[config.mk]
export PLATFORM = sky130hd
export DESIGN_NAME = uart_tx_ctrl
export DESIGN_NICKNAME = d
export VERILOG_FILES = /design/src/rtl/uart_tx_ctrl.sv
export SDC_FILE = /design/constraint.sdc
export NUM_CORES = 1
export LEC_CHECK = 0
export ABC_AREA = 1
export CORE_MARGIN = 4
export CORE_UTILIZATION = 50
export DETAILED_ROUTE_END_ITERATION = 12
export PLACE_DENSITY = 0.71
export SETUP_SLACK_MARGIN = 0.2
export SYNTH_ARGS = -nofsm -noshare
export SYNTH_HDL_FRONTEND = slang
export SYNTH_SLANG_ARGS = --single-unit
[constraint.sdc]
create_clock -name Clk -period 1.85 [get_ports Clk]
set_input_delay 0.2775 -clock Clk [delete_from_list [all_inputs] [get_ports Clk]]
set_output_delay 0.2775 -clock Clk [all_outputs]
set_load 0.005 [all_outputs]
[src/rtl/uart_tx_ctrl.sv]
// rtl/uart_tx_ctrl.sv - UART transmit sequencer producing data/parity bits and 4:1 line-mux selects
// Optional parity state enabled by defining UART_TX_PARITY_EN.
module uart_tx_ctrl #(
    parameter int unsigned CLKS_PER_BIT = 5208,
    parameter bit          PARITY_ODD   = 1'b0
) (
    input  logic       Clk,
    input  logic       Rst,
    input  logic       Tx_start,
    input  logic [7:0] Tx_data,
    output logic       Tx_busy,
    output logic       Tx_done,
    output logic       Data_Bit,
    output logic       Parity_Bit,
    output logic       S0,
    output logic       S1
);

`ifdef UART_TX_PARITY_EN
    localparam bit PARITY_EN = 1'b1;
`else
    localparam bit PARITY_EN = 1'b0;
`endif

    localparam logic [15:0] BAUD_LAST = 16'(CLKS_PER_BIT - 1);

    typedef enum logic [2:0] {
        ST_IDLE,
        ST_START,
        ST_DATA,
        ST_PARITY,
        ST_STOP
    } state_t;

    state_t      state;
    state_t      state_nxt;
    logic [15:0] baud_cnt;
    logic [2:0]  bit_cnt;
    logic [7:0]  shift_reg;
    logic        parity_q;
    logic        bit_end;

    assign bit_end    = (baud_cnt == BAUD_LAST);
    assign Data_Bit   = shift_reg[0];
    assign Parity_Bit = parity_q;

    // Selects and status decode purely from the registered state so the line never glitches.
    always_comb begin
        state_nxt = state;
        {S0, S1}  = 2'b11;
        Tx_busy   = 1'b1;
        Tx_done   = 1'b0;
        case (state)
            ST_IDLE: begin
                Tx_busy = 1'b0;
                if (Tx_start) state_nxt = ST_START;
            end
            ST_START: begin
                {S0, S1} = 2'b00;
                if (bit_end) state_nxt = ST_DATA;
            end
            ST_DATA: begin
                {S0, S1} = 2'b01;
                if (bit_end && (bit_cnt == 3'd7)) state_nxt = PARITY_EN ? ST_PARITY : ST_STOP;
            end
            ST_PARITY: begin
                {S0, S1} = 2'b10;
                if (bit_end) state_nxt = ST_STOP;
            end
            ST_STOP: begin
                Tx_done = bit_end;
                if (bit_end) state_nxt = ST_IDLE;
            end
            default: begin
                Tx_busy   = 1'b0;
                state_nxt = ST_IDLE;
            end
        endcase
    end

    // Every state entry coincides with bit_end or leaving IDLE, so both clear the baud counter.
    always_ff @(posedge Clk) begin
        if (Rst) begin
            state     <= ST_IDLE;
            baud_cnt  <= '0;
            bit_cnt   <= '0;
            shift_reg <= '0;
            parity_q  <= 1'b0;
        end else begin
            state <= state_nxt;
            if ((state == ST_IDLE) || bit_end) begin
                baud_cnt <= '0;
            end else begin
                baud_cnt <= baud_cnt + 16'd1;
            end
            if (state == ST_DATA) begin
                if (bit_end) begin
                    bit_cnt   <= bit_cnt + 3'd1;
                    shift_reg <= {1'b0, shift_reg[7:1]};
                end
            end else begin
                bit_cnt <= '0;
                if ((state == ST_IDLE) && Tx_start) begin
                    shift_reg <= Tx_data;
                    parity_q  <= PARITY_EN & ((^Tx_data) ^ PARITY_ODD);
                end
            end
        end
    end

endmodule
==> flow_metrics.tcl, run 1 <==
set metrics [dict create \
    slew_viol_final 0 \
    cp_slowest_cell "dfxtp_2" \
    ys_ff_latch 30 \
    clk_pin_slew_worst_paths_ns 0.09 \
    layout.nets 280 \
    antennaDiodeCount 0 \
    dp_slack_ns 0.0911 \
    placed_area_um2 1910 \
    area_growth_pct 24.1 \
    timing.final.ws_setup_ns 0.160 \
    dieHeight_um 66.2 \
    design_area_um2 2100 \
    synth_cell_type_count 37 \
    pwr-share-seq 0.374 \
    seq_area_frac_synth 0.355 \
    path_class "register to output port" \
    cp_top_family "simple AND/OR/NAND/NOR gates" \
    die-area_um2 4380 \
    vdd.ir_drop.worst_v 0.000613 \
    syn_nets 249 \
    cts_root_buf "clkbuf_4" \
    drc 0 \
    skew_ns 0.0132 \
    rows 20 \
    avgRoutedWirePerCell_um 11.7 \
    largest_register_ffs 16 \
    min_period_ns 1.69 \
    grt_pass1_wl_um 5720 \
    cts_inserted_buffers 5 \
    fmax_ghz 0.592 \
    finalCritPeriodShare 0.913 \
    dr.pass1.iters 4 \
    crit_buf_inv 2 \
    insertion_delay_ns 0.34 \
    ys_warn_count 0 \
    grt_pass1_vias 1350 \
    fin_setup_tns_ns 0 \
    drive_gt1_frac 0.243 \
    grt_setup_unrepaired "yes" \
    synth_cells 235 \
    status "complete, no violations" \
    cts_buffer_depth 2 \
    hold_viol_final 0 \
    p_switching_mw 0.833 \
    maxCapViolations 0 \
    ant_nets 0 \
    grt_overflow 0 \
    p_leak_nw 0.916 \
    via_per_inst 4.95 \
    cts_tree "yes" \
    grt_usage 0.176 \
    grt_max_degree 17 \
    utilization 0.666 \
    hold_path_class "register to register" \
    crit_path_max_fanout 3 \
    combPwrFrac 0.430 \
    pin_count 17 \
    finalSetupViolCount 0 \
    cp-end-kind "output port" \
    dieWidth_um 66.2 \
    antenna_found_initial 0 \
    start_util 0.537 \
    dp_hpwl_um 2340 \
    core_area_um2 3150 \
    clock_sinks 30 \
    drtIter0Drc 81 \
    globalplace.congestion 0.890 \
    routed_wl_um 3630 \
    cp_cell_sequence "ha_4 -> inv_1 -> nor2_1 -> nand2_1 -> nor2_4 -> nand2_4 -> nor2_2 -> clkbuf_2" \
    intPower_mw 1.35 \
    critPathArrivalTime_ns 1.41 \
    clkPwrFrac 0.197 \
    cpPeakStageDelay_ns 0.36 \
    io_buffer_count 15 \
    cp.required_ns 1.57 \
    worstSetupStartpointType "register" \
    syn_area_per_cell_um2 7.20 \
    power_density_nw_per_um2 1040 \
    swShare 0.382 \
    via_count 1540 \
    cts_max_level 2 \
    syn_area_um2 1690 \
]
power by group through the flow:
stage	logic [mW]	registers [mW]	clock network [mW]
after detailed placement	0.777	0.786	0
after global routing	1.06	0.821	0.465
final	0.937	0.814	0.429
after floorplan	0.567	0.780	0
after CTS	0.786	0.789	0.443
after global placement	0.767	0.785	0
synth_stat cells (all sizes together):
master,number,area (um^2)
o21a,1,7.51
conb,1,3.75
o21ai,11,55.1
or2,2,12.5
nor2,39,195
ha,3,37.5
nand3,17,123
nand3b,1,7.51
buf,5,40.0
xnor2,1,8.76
a31oi,1,6.26
nand2,44,178
nor4,1,6.26
nand4,8,65.1
clkinv,2,7.51
xor2,1,8.76
nor3,6,35.0
nor3b,5,42.5
a211oi,2,25.0
a21oi,16,80.1
dfxtp,30,601
inv,37,139
o21bai,1,7.51
worst paths after layout:
path	startpoint	end	slack (ns)	depth (start not counted)
min reg2reg	baud_cnt[0]$_SDFF_PP0_	baud_cnt[0]$_SDFF_PP0_	0.44	1
min	baud_cnt[0]$_SDFF_PP0_	baud_cnt[0]$_SDFF_PP0_	0.44	1
max reg2reg	baud_cnt[1]$_SDFF_PP0_	shift_reg[0]$_SDFFE_PP0P_	0.30	9
max	baud_cnt[1]$_SDFF_PP0_	Tx_done	0.16	8
kinds of logic after synthesis:
group                    share of synthesized area
other                                      0.00222
flip-flops                                   0.355
AO/OA/AOI/OAI                                0.107
adder cells (fa/ha/maj)                     0.0222
XOR/XNOR                                    0.0104
AND/OR/NAND/NOR                              0.393
buffers and inverters                        0.110
final cells by class:
class	count	area [um^2]
Clock inverter	1	5.00
Sequential cell	30	614
Multi-Input combinational cell	162	966
Fill cell	296	1050
Clock buffer	7	55.1
Timing Repair Buffer	28	253
Inverter	39	151
Tap cell	44	55.1
cell usage in the layout (no fill, tap or decap), drive strengths merged, types with 2 or more instances in the layout:
master         synthesis  final
a21oi                 16     16
nor3b                  5      5
buf                    5     13
ha                     3      3
nand4                  8      9
nand2                 44     44
clkdlybuf4s50          0     11
inv                   37     37
nor2                  39     39
dfxtp                 30     30
a211oi                 2      2
nand3                 17     17
nor3                   6      6
o21ai                 11     11
clkbuf                 0      8
dlygate4sd2            0      2
clkinv                 2      3
or2                    2      2
per-layer routing:
layer / vias to the layer above / wire length, um / GRT usage
li1: 819 / - / -
met1: 684 / 1810 / 0.217
met2: 28 / 1590 / 0.273
met3: 9 / 172 / 0.0425
met4: 0 / 55 / 0.107
met5: - / 0 / 0
stage by stage:
stage | cells | hold slack (ns) | power, mW
after detailed placement | 296 | 0.443 | 1.56
after floorplan | 235 | 0.347 | 1.35
after global placement | 296 | 0.431 | 1.55
final | 311 | 0.442 | 2.18
after global routing | 311 | 0.454 | 2.35
after CTS | 305 | 0.424 | 2.02
repair_timing:
action	in CTS	in global routing
setup buffers	1	5
gates resized for setup	15	16
cloned	0	1
pin swaps	0	5
endpoints found under the setup margin	4	12
hold buffers	0	0
endpoints found under the hold margin	0	0
Power figures use the tool's default switching activity.
==> inputs of run 2 (changes only) <==
- CORE_UTILIZATION: 50 -> 56
- PLACE_DENSITY: 0.71 -> 0.79
- TNS_END_PERCENT: unset -> 50
==> flow_metrics.tcl, run 2 (same netlist as run 1, synthesis figures left out) <==
set metrics [dict create \
    status "complete, no violations" \
    die-area_um2 3960 \
    cpPeakStageDelay_ns 0.36 \
    start_util 0.598 \
    drtIter0Drc 88 \
    rr_worst_depth 10 \
    antennaDiodeCount 0 \
    grt_max_degree 17 \
    grtUsageMet1 0.240 \
    dieWidth_um 63.0 \
    cp-end-kind "output port" \
    avgRoutedWirePerCell_um 11.7 \
    worstSetupStartpointType "register" \
    min_period_ns 1.69 \
    instances_no_fill 298 \
    skew_ns 0.0144 \
    io_buffer_count 15 \
    insertion_delay_ns 0.35 \
    ant_nets 0 \
    min_to "bit_cnt[0]$_SDFFE_PP0P_" \
    cp_cell_sequence "ha_4 -> inv_1 -> nor2_1 -> nand2_1 -> nor2_4 -> nand2_4 -> nor2_2 -> buf_2" \
    layout_commonest_cell "nand2_1" \
    via_per_inst 5.27 \
    power_density_nw_per_um2 1010 \
    core_area_um2 2830 \
    finalSetupViolCount 0 \
    maxCapViolations 0 \
    crit_path_max_fanout 2 \
    clk_pin_slew_worst_paths_ns 0.08 \
    fmax_ghz 0.591 \
    routed_wl_um 3490 \
    path_class "register to output port" \
    slew_viol_final 0 \
    dp.cells 284 \
    cts_max_level 2 \
    hold_path_class "register to register" \
    use_met3 0.0701 \
    cts_tree "yes" \
    layout_common_cells "nand2_1, inv_1, nor2_1" \
    grt_overflow 0 \
    use_met2 0.278 \
    r2r_end "shift_reg[1]$_SDFFE_PP0P_" \
    combPwrFrac 0.413 \
    grt-busiest-layer "met2" \
    grt_pass1_vias 1377 \
    largest_register_ffs 16 \
    clock_sinks 30 \
    fin_setup_tns_ns 0 \
    critPathArrivalTime_ns 1.42 \
    dieHeight_um 63.0 \
    grt_pass1_wl_um 5930 \
    dp_slack_ns 0.0501 \
    layout.nets 280 \
    r2r-start "baud_cnt[1]$_SDFF_PP0_" \
    pin_count 17 \
    dr.pass1.iters 4 \
    crit_buf_inv 2 \
    dp_hpwl_um 2310 \
    finalCritPeriodShare 0.915 \
    intPower_mw 1.28 \
    via_count 1570 \
    area_growth_pct 21.8 \
    vdd.ir_drop.worst_v 0.00102 \
    utilization 0.728 \
    p_switching_mw 0.796 \
    pwr-share-seq 0.387 \
    min_path_cells 2 \
    grt_usage 0.187 \
    fill_cells 228 \
    cts_root_buf "clkbuf_4" \
    timing.final.ws_setup_ns 0.157 \
    cts_inserted_buffers 5 \
    cts_buffer_depth 2 \
    total_power_mw 2.08 \
    holdCritStartpoint "bit_cnt[0]$_SDFFE_PP0P_" \
    r2r_setup_slack_ns 0.32 \
    clkPwrFrac 0.200 \
    p_leak_nw 0.907 \
    antenna_found_initial 0 \
    grt_setup_unrepaired "yes" \
    swShare 0.383 \
    cp.required_ns 1.57 \
    cp_slowest_cell "dfxtp_2" \
    globalplace.congestion 0.793 \
    drc 0 \
    cp_top_family "simple AND/OR/NAND/NOR gates" \
    hold_viol_final 0 \
    drive_gt1_frac 0.240 \
    rows 19 \
]
## run 2: final cells by class
| class | instances | area (um^2) | share of cell area |
|---|---|---|---|
| clock buffer | 7 | 55.1 | 0.0267 |
| inverter | 39 | 149 | 0.0723 |
| sequential | 30 | 612 | 0.297 |
| tap | 31 | 38.8 | 0.0188 |
| multi-input combinational | 162 | 958 | 0.465 |
| timing repair buffer | 28 | 243 | 0.118 |
| clock inverter | 1 | 5.00 | 0.00243 |
## run 2: repair_timing
| action | in CTS | in global routing |
|---|---|---|
| pin swaps | 2 | 4 |
| buffers inserted | 2 | 3 |
| setup endpoints to repair | 4 | 15 |
| resized for setup | 20 | 6 |
| hold buffers | 0 | 0 |
| cloned | 0 | 1 |
## run 2: worst max-delay path by stage
| stage | startpoint | end | slack (ns) | depth (start not counted) |
|---|---|---|---|---|
| after detailed placement | baud_cnt[0]$_SDFF_PP0_ | Tx_done | 0.05 | 8 |
| after CTS | state[1]$_SDFFE_PP0P_ | S1 | 0.05 | 5 |
| after global routing | baud_cnt[1]$_SDFF_PP0_ | Tx_done | 0.05 | 8 |
| after floorplan | baud_cnt[0]$_SDFF_PP0_ | shift_reg[0]$_SDFFE_PP0P_ | 0.45 | 9 |
| after global placement | baud_cnt[0]$_SDFF_PP0_ | Tx_done | 0.1 | 8 |
| final | baud_cnt[1]$_SDFF_PP0_ | Tx_done | 0.16 | 8 |
## run 2: power by group through the flow
stage,Clock [mW],Sequential [mW],Combinational (mW)
after floorplan,0,0.780,0.567
after global placement,0,0.784,0.760
after detailed placement,0,0.786,0.769
after CTS,0.426,0.796,0.789
after global routing,0.460,0.818,0.978
final,0.416,0.806,0.858
## run 2: metrics by stage
stage	area, um^2	hold slack (ns)
floorplan	1690	0.347
global placement	1900	0.432
detailed placement	1900	0.449
CTS	2010	0.483
global route	2060	0.503
finish	2060	0.484
## run 2: worst reg2reg max path, delay by kind of cell, from the launching register on
kind | cells | cell delay (ns)
flip-flops | 1 | 0.36
buffers and inverters | 2 | 0.20
AND/OR/NAND/NOR | 7 | 0.79
adder cells (fa/ha/maj) | 1 | 0.13
## run 2: metal layers
| layer | up-vias | wire length [um] |
|---|---|---|
| met1 | 699 | 1630 |
| met3 | 12 | 223 |
| met4 | 0 | 61 |
| met2 | 39 | 1580 |
| li1 | 820 | - |
| met5 | - | 0 |
